`src/rtl/uart_time_reporter.sv`:
```
// Formats a packed {hour, min, sec, centisec} time word into the ASCII line "HH:MM:SS.cc\r\n"
// and streams it into a TX FIFO one byte per cycle, honouring the FIFO full flag.
module uart_time_reporter #(
  parameter int unsigned LINE_LEN = 13
) (
  input  logic        clk,
  input  logic        rst,
  input  logic [23:0] i_time,
  input  logic        i_req,
  input  logic        i_auto_en,
  input  logic        i_full,
  output logic        o_push,
  output logic [7:0]  o_push_data,
  output logic        o_busy,
  output logic        o_done
);

  typedef enum logic [0:0] {StIdle, StSend} state_e;

  state_e      state_q, state_d;
  logic [3:0]  idx_q, idx_d;
  logic        pend_q, pend_d;
  logic        done_q, done_d;
  logic [23:0] snap_q, snap_d;
  logic [5:0]  prev_sec_q;

  logic        trigger;
  logic        push;
  logic        last;
  logic [6:0]  cs_clamped;
  logic [15:0] hh_ascii, mm_ascii, ss_ascii, cc_ascii;

  // Two ASCII digits {tens, ones} for v in 0..99, using constant compares instead of a divider.
  function automatic logic [15:0] to_ascii2(input logic [6:0] v);
    logic [3:0] tens;
    logic [6:0] rem;
    tens = 4'd0;
    rem  = v;
    for (int t = 9; t >= 1; t--) begin
      if (tens == 4'd0 && v >= 7'(t * 10)) begin
        tens = 4'(t);
        rem  = v - 7'(t * 10);
      end
    end
    return {8'h30 + {4'd0, tens}, 8'h30 + {1'b0, rem}};
  endfunction

  assign trigger    = i_req | (i_auto_en & (i_time[12:7] != prev_sec_q));
  assign push       = (state_q == StSend) & ~i_full;
  assign last       = (idx_q == 4'(LINE_LEN - 1));
  assign cs_clamped = (snap_q[6:0] > 7'd99) ? 7'd99 : snap_q[6:0];
  assign hh_ascii   = to_ascii2({2'b00, snap_q[23:19]});
  assign mm_ascii   = to_ascii2({1'b0, snap_q[18:13]});
  assign ss_ascii   = to_ascii2({1'b0, snap_q[12:7]});
  assign cc_ascii   = to_ascii2(cs_clamped);

  always_ff @(posedge clk) begin
    if (!rst) begin
      state_q    <= StIdle;
      idx_q      <= 4'd0;
      pend_q     <= 1'b0;
      done_q     <= 1'b0;
      snap_q     <= 24'd0;
      prev_sec_q <= 6'd0;
    end else begin
      state_q    <= state_d;
      idx_q      <= idx_d;
      pend_q     <= pend_d;
      done_q     <= done_d;
      snap_q     <= snap_d;
      prev_sec_q <= i_time[12:7];
    end
  end

  always_comb begin
    state_d = state_q;
    idx_d   = idx_q;
    pend_d  = pend_q;
    snap_d  = snap_q;
    done_d  = 1'b0;
    unique case (state_q)
      StIdle: begin
        if (trigger) begin
          state_d = StSend;
          snap_d  = i_time;
          idx_d   = 4'd0;
        end
      end
      StSend: begin
        if (push && last) begin
          done_d = 1'b1;
          pend_d = 1'b0;
          // A pending or same-cycle trigger restarts back-to-back without visiting idle.
          if (pend_q || trigger) begin
            snap_d = i_time;
            idx_d  = 4'd0;
          end else begin
            state_d = StIdle;
          end
        end else begin
          if (push) idx_d = idx_q + 4'd1;
          pend_d = pend_q | trigger;
        end
      end
      default: state_d = StIdle;
    endcase
  end

  always_comb begin
    o_busy = (state_q == StSend);
    o_push = push;
    o_done = done_q;
    case (idx_q)
      4'd0:    o_push_data = hh_ascii[15:8];
      4'd1:    o_push_data = hh_ascii[7:0];
      4'd2:    o_push_data = 8'h3A;
      4'd3:    o_push_data = mm_ascii[15:8];
      4'd4:    o_push_data = mm_ascii[7:0];
      4'd5:    o_push_data = 8'h3A;
      4'd6:    o_push_data = ss_ascii[15:8];
      4'd7:    o_push_data = ss_ascii[7:0];
      4'd8:    o_push_data = 8'h2E;
      4'd9:    o_push_data = cc_ascii[15:8];
      4'd10:   o_push_data = cc_ascii[7:0];
      4'd11:   o_push_data = 8'h0D;
      4'd12:   o_push_data = 8'h0A;
      default: o_push_data = 8'h00;
    endcase
  end

endmodule

```
`config.mk`:
```
export PLATFORM = sky130hd
export DESIGN_NAME = uart_time_reporter
export DESIGN_NICKNAME = d
export VERILOG_FILES = /design/src/rtl/uart_time_reporter.sv
export SDC_FILE = /design/constraint.sdc
export NUM_CORES = 1
export LEC_CHECK = 0
export CAP_MARGIN = 30
export CORE_AREA = 2 2 129 81
export DETAILED_ROUTE_END_ITERATION = 8
export DIE_AREA = 0 0 131 83
export PLACE_DENSITY = 0.8
export REMOVE_ABC_BUFFERS = 1
export SETUP_SLACK_MARGIN = 0.02
export SYNTH_ARGS = -nofsm -noshare
export SYNTH_HDL_FRONTEND = slang
export SYNTH_SLANG_ARGS = --single-unit
export TNS_END_PERCENT = 30
```
`constraint.sdc`:
```
create_clock -name clk -period 4.9 [get_ports clk]
set_input_delay 1.47 -clock clk [delete_from_list [all_inputs] [get_ports clk]]
set_output_delay 1.47 -clock clk [all_outputs]
set_load 0.01 [all_outputs]
```
[Yosys cells after proc, flatten, opt, wreduce, memory -nomap -nowiden]
Cells that the tools add are included.
W data, S select, Z words.
Operators by class
  $lt $le $gt $ge: 34
  add/sub/neg operators: 42
  equal/unequal tests: 18
  bitwise gates (word level): 6
  reduce and logical (&&, ||, !) cells: 65
  muxes and demuxes: 83
Operators with widths (number)
  $mux W7: 34
  $mux W4: 37
  $logic_not A4 Y1: 30
  $pmux W8 S12: 1
  $mux W24: 3
  $pmux W24 S2: 1
  $ge A6 B7 Y1 const B: 6
  $sub A6 B6 Y7 const B: 6
  $sub A6 B7 Y7 const B: 6
  $ge A6 B6 Y1 const B: 6
  $add A6 B7 Y8 const A: 4
  $logic_and A1 B1 Y1: 30
  $add A6 B4 Y7 const A: 4
  $sub A6 B5 Y7 const B: 4
  $ge A6 B5 Y1 const B: 4
  $ge A5 B7 Y1 const B: 3
  $ge A7 B6 Y1 const B: 3
  $ge A7 B7 Y1 const B: 3
  $sub A5 B7 Y7 const B: 3
  $sub A7 B6 Y7 const B: 3
  $sub A7 B7 Y7 const B: 3
  $eq A4 B4 Y1 const B: 5
  $eq A4 B3 Y1 const B: 4
  $ge A7 B5 Y1 const B: 2
  other kinds (28): 43
Word-level totals
  bits in registers: 37
  bits of input ports: 29
  output and inout port bits: 11
  word-level logic and storage cells: 254

[Logic depth before layout (Yosys ltp)]
  depth in word-level cells: 30
  gate-level depth with buffers: 17
  mapped depth without buffers: 14

[Worst setup path after synthesis]
OpenSTA, ideal clock, no wires.
  path kind: flip-flop to output port
  start point: register snap_q[5]
  end point: output port o_push_data[6]
  stages on the path, launching flop included: 18
  required time: 3.430 ns
  path buffers: 3
  arrival time: 3.463 ns
  setup slack: -0.033 ns
  path through: dfxtp_1 -> buf_6 -> buf_6 -> nand2_1 -> nand2_1 -> inv_1 -> ha_1 -> nor2_1 -> a31oi_4 -> a2111oi_4 -> buf_2 -> nand3_1 -> o311ai_0 -> a21oi_1 -> a211oi_2 -> ha_1 -> nor2_1 -> mux2_1
On the way
  cells in the longest elaborated chain, start to end: 30
  elaborated cells on any way between the ends: 57
  classes of those cells: 11 x add/sub; 10 x order compare; 20 x mux; 16 x reduce/logical
Ends and longest elaborated chain
  from (decl): line 24  | logic [23:0] snap_q, snap_d;
  from (signal assigned): line 70  | snap_q <= snap_d;
  $gt A7 B7 Y1: line 51  | assign cs_clamped = (snap_q[6:0] > 7'd99) ? 7'd99 : snap_q[6:0];
  $mux W7 (*): line 51
  $ge A7 B7 Y1: line 40  | if (tens == 4'd0 && v >= 7'(t * 10)) begin
  $mux W4: line 40
  $logic_not A4 Y1: line 40
  $logic_and A1 B1 Y1: line 40
  $mux W4: line 40
  $logic_not A4 Y1: line 40
  [14 not listed]
  $logic_not A4 Y1: line 40
  $logic_and A1 B1 Y1: line 40
  $mux W4: line 40
  $logic_not A4 Y1: line 40
  $logic_and A1 B1 Y1: line 40
  $mux W7 or $mux W4 (tied branches): line 40
  $add A6 B7 Y8 or $add A6 B4 Y7 (tied branches): line 45  | return {8'h30 + {4'd0, tens}, 8'h30 + {1'b0, rem}};
  $pmux W8 S12 (*): line 113  | case (idx_q)
  to (decl): line 13  | output logic [7:0] o_push_data,
Mark *: on every way between the ends. The rest lies on a longest branch, timed or not.

[Worst setup path in the final report]
  start point: register snap_q[2]
  end point: output port o_push_data[6]
The elaborated chain is that of the path after synthesis.

==> flow_summary.ini <==
[clock_network]
cts-root-buf = clkbuf_16
cts_made_buffers = 5
clk_path_buf_depth = 2
htreeDepth = 2
clkLatencyLatePin_ns = 0.29
clkTransAtPathRegs_ns = 0.06
cts.sinks = 37
cts_tree = done

[synth]
ys.flop_type = dfxtp_1
synth.distinct_cells = 98
syn_inst = 723
synth_warnings = 0
ys_seq_area_share_pct = 14.21
syn_area_sq_um = 5214
syn_area_per_cell_sq_um = 7.211
ys_ff_latch = 37
synthArstFlopShare_pct = 0
synth_edf_count = 0

[grt]
grt_pass1_wl_mm = 31.71
grt_overflow_total = 0
grt_pass1_vias = 6111
antenna_found_initial = 0
grt_max_degree = 27
track_usage_pct = 36.41

[worst_setup_path]
worst-path-buf-inv = 4
end_kind = output pin
crit_top_cell = buf_6
critPathTopFamily = compound AO/OA/AOI/OAI gates
cp.required_ns = 3.43
reg2reg_slack_ns = 2.04
r2r_start = o_busy
crit_type = reg -> out
critPathSlowestCell = or4_4
arrival_ns = 3.78
cp-start-kind = flip-flop
path_cells = or4_4 -> nand2_4 -> inv_4 -> ha_4 -> buf_6 -> nand3b_1 -> a31oi_4 -> a2111oi_4 -> buf_4 -> nand3_1 -> o311ai_2 -> a21oi_1 -> a211oi_2 -> ha_2 -> nor2_1 -> mux2_4 -> buf_6
ff2ff_path_depth = 9
rr_endpoint = snap_q[3]
critPathMaxFanout = 4
critical-path-max-stage-delay_ns = 0.56

[timing]
fin_crit_sh_pct = 107.1
finalCriticalPeriod_ns = 5.248
maxSlewHeadroom_pct = 45.19
grt_setup_unrepaired = yes
skew_ns = 0.01667
hold_viol = 0
setup_viol = 8
max_freq_ghz = 0.1905
worst_pin_slew_ns = 0.8172
setup_slack_ns = -0.3484
drv_slew = 0

[power_and_ir_drop]
leakage_nw = 3.320
power.share.clock_pct = 28.0
vdd_drop_max_uv = 172.3
p_int_mw = 0.8855
switching_power_mw = 0.5110
p_sw_share_pct = 36.59
p_per_area_nw_per_um2 = 189.2
seqPwrFrac_pct = 24.6
pwr-share-comb_pct = 47.4

[job]
maxCapViolCount = 0

[finish]
post-route-util_pct = 76.60
area_delta_synth_final_pct = 41.54
nets = 1002
drive_above_1_share_pct = 29.48
final_area_sq_um = 7380
insertedDiodeCount = 0
layout.cells.non_filler = 1051
final_cell_mix = 168 x buf_4, 106 x nand2_1, 66 x a21oi_1, 53 x ha_1, 42 x nor2_1
final_common_cell = buf_4
fillers = 670

[placed_design]
placed_cell_area_sq_um = 6924
gp_congestion = 1.023
dp_hpwl_mm = 15.89
numPortBuffers = 39
dp.cells = 1034
dp_slack_ns = -0.5390

[route]
avgViaCountPerCell = 6.333
route.met2.wl_mm = 7.978
via_count = 6656
wl_met1_mm = 9.352
drtIter0Drc = 815
top_layer = met4
drtAntennaViolNets = 0
wire_per_inst_microns = 19.16
drt-total-wl_mm = 20.14
firstDrtPassIters = 5
routed-wl-met3_mm = 2.526
drc = 0

[worst_hold_path]
hold_path_class = reg -> reg
min_path_cells = 2
holdCritStartpoint = pend_q
hold-path-endpoint = pend_q

[die]
initial_core_util_pct = 54.12
dieArea_sq_um = 10870
die_x_microns = 131
rows = 28
core_sq_um = 9634
boundaryPins = 40
dieHeight_microns = 83

[run_status]
status = complete, but fails checks
violations = negative setup slack
-- flip-flops by register name, indices dropped and copies added, names as in the netlist --
register	count
idx_q	4
snap_q	24
o_done	1
prev_sec_q	6
pend_q	1
o_busy	1
-- area by class of cell --
cell class              count  area (sq um)  share of cell area [%]
well taps                 135         168.9                   2.289
multi-input cells         620          4399                   59.61
clock inverters             1         30.03                  0.4069
repair buffers            220          1774                   24.04
clock buffers               7         142.6                   1.933
flip-flops and latches     37         745.7                   10.11
inverters                  31         118.9                   1.611
-- cell usage after synthesis (all sizes together) (3+ instances only) --
cell type / n / area (sq um)
nand2: 110 / 412.9
a21oi: 69 / 345.3
ha: 58 / 725.7
nor2: 44 / 167.7
dfxtp: 37 / 740.7
inv: 29 / 108.9
o21ai: 29 / 148.9
clkbuf: 26 / 98.84
nor3: 21 / 110.1
nand3: 19 / 95.09
xnor2: 17 / 148.9
a211oi: 16 / 135.1
a31oi: 15 / 108.9
nor2b: 15 / 93.84
and2: 13 / 82.59
a31o: 11 / 96.34
a21o: 10 / 76.32
buf: 9 / 65.06
nand4: 9 / 56.30
o211ai: 9 / 67.56
o22ai: 9 / 56.30
nand2b: 8 / 50.05
and3: 7 / 43.79
o221ai: 7 / 67.56
or4: 7 / 56.30
xor2: 7 / 61.31
a2111oi: 6 / 71.32
mux2i: 6 / 60.06
nor4: 6 / 43.79
o31ai: 6 / 50.05
or3: 6 / 42.54
a211o: 5 / 43.79
nand3b: 5 / 37.54
a221oi: 4 / 35.03
a22oi: 4 / 30.03
or2: 4 / 25.02
a21boi: 3 / 22.52
and3b: 3 / 26.28
nand4b: 3 / 26.28
o21a: 3 / 22.52
o311ai: 3 / 26.28
-- repair_timing --
item | CTS | global route
pin swaps | 17 | 16
gates resized for setup | 65 | 29
endpoints found under the setup margin | 8 | 8
endpoints found under the hold margin | 0 | 0
gates cloned | 1 | 0
hold buffers | 0 | 0
buffers inserted | 4 | 4
-- cells by family (layout without fill, tap and decap cells) --
logic type,after synthesis,after routing,synth area share [%]
multiplexers,8,8,1.584
XOR/XNOR,24,24,4.032
buffers and inverters,66,259,5.375
AND/OR/NAND/NOR,290,290,28.22
flip-flops,37,37,14.21
adder cells (fa/ha/maj),58,58,13.92
AO/OA/AOI/OAI,240,240,32.66
-- worst max path at each step --
stage,from,endpoint,slack (ns),cells after the start
6_report,snap_q[2],o_push_data[6],-0.35,17
5_1_grt,snap_q[2],o_push_data[6],-0.44,17
4_1_cts,snap_q[3],o_push_data[6],-0.22,15
3_5_place_dp,snap_q[1],o_push_data[5],-0.54,13
3_3_place_gp,snap_q[1],o_push_data[6],-0.43,14
2_1_floorplan,snap_q[5],o_push_data[6],-0.26,14
-- power groups by stage --
stage | clock [mW] | combinational, mW | sequential (mW)
6_report | 0.391 | 0.662 | 0.343
5_1_grt | 0.410 | 0.708 | 0.345
4_1_cts | 0.391 | 0.621 | 0.342
3_5_place_dp | 0 | 0.598 | 0.348
3_3_place_gp | 0 | 0.583 | 0.346
2_1_floorplan | 0 | 0.306 | 0.357
-- through the flow --
step | setup TNS [ns] | hold WS (ns) | total power [mW]
CTS | -0.9035 | 0.4906 | 1.354
detailed placement | -2.292 | 0.4781 | 0.9462
global placement | -1.683 | 0.4572 | 0.9288
floorplan | -0.5262 | 0.4463 | 0.6631
finish | -1.535 | 0.4907 | 1.396
global route | -2.278 | 0.5275 | 1.464
-- layer usage --
| layer | up-vias | GRT usage [%] |
|---|---|---|
| met5 | - | 0 |
| met4 | 0 | 6.286 |
| met3 | 40 | 8.827 |
| met2 | 433 | 48.94 |
| met1 | 3107 | 57.91 |
| li1 | 3076 | - |
-- tightest hold or removal path, stage by stage (launching register included) --
cell and delay [ns]:
dfxtp_1 0.33, a21oi_1 0.05, nor2_1 0.08
Note: power is estimated with default switching activity, not from simulation.
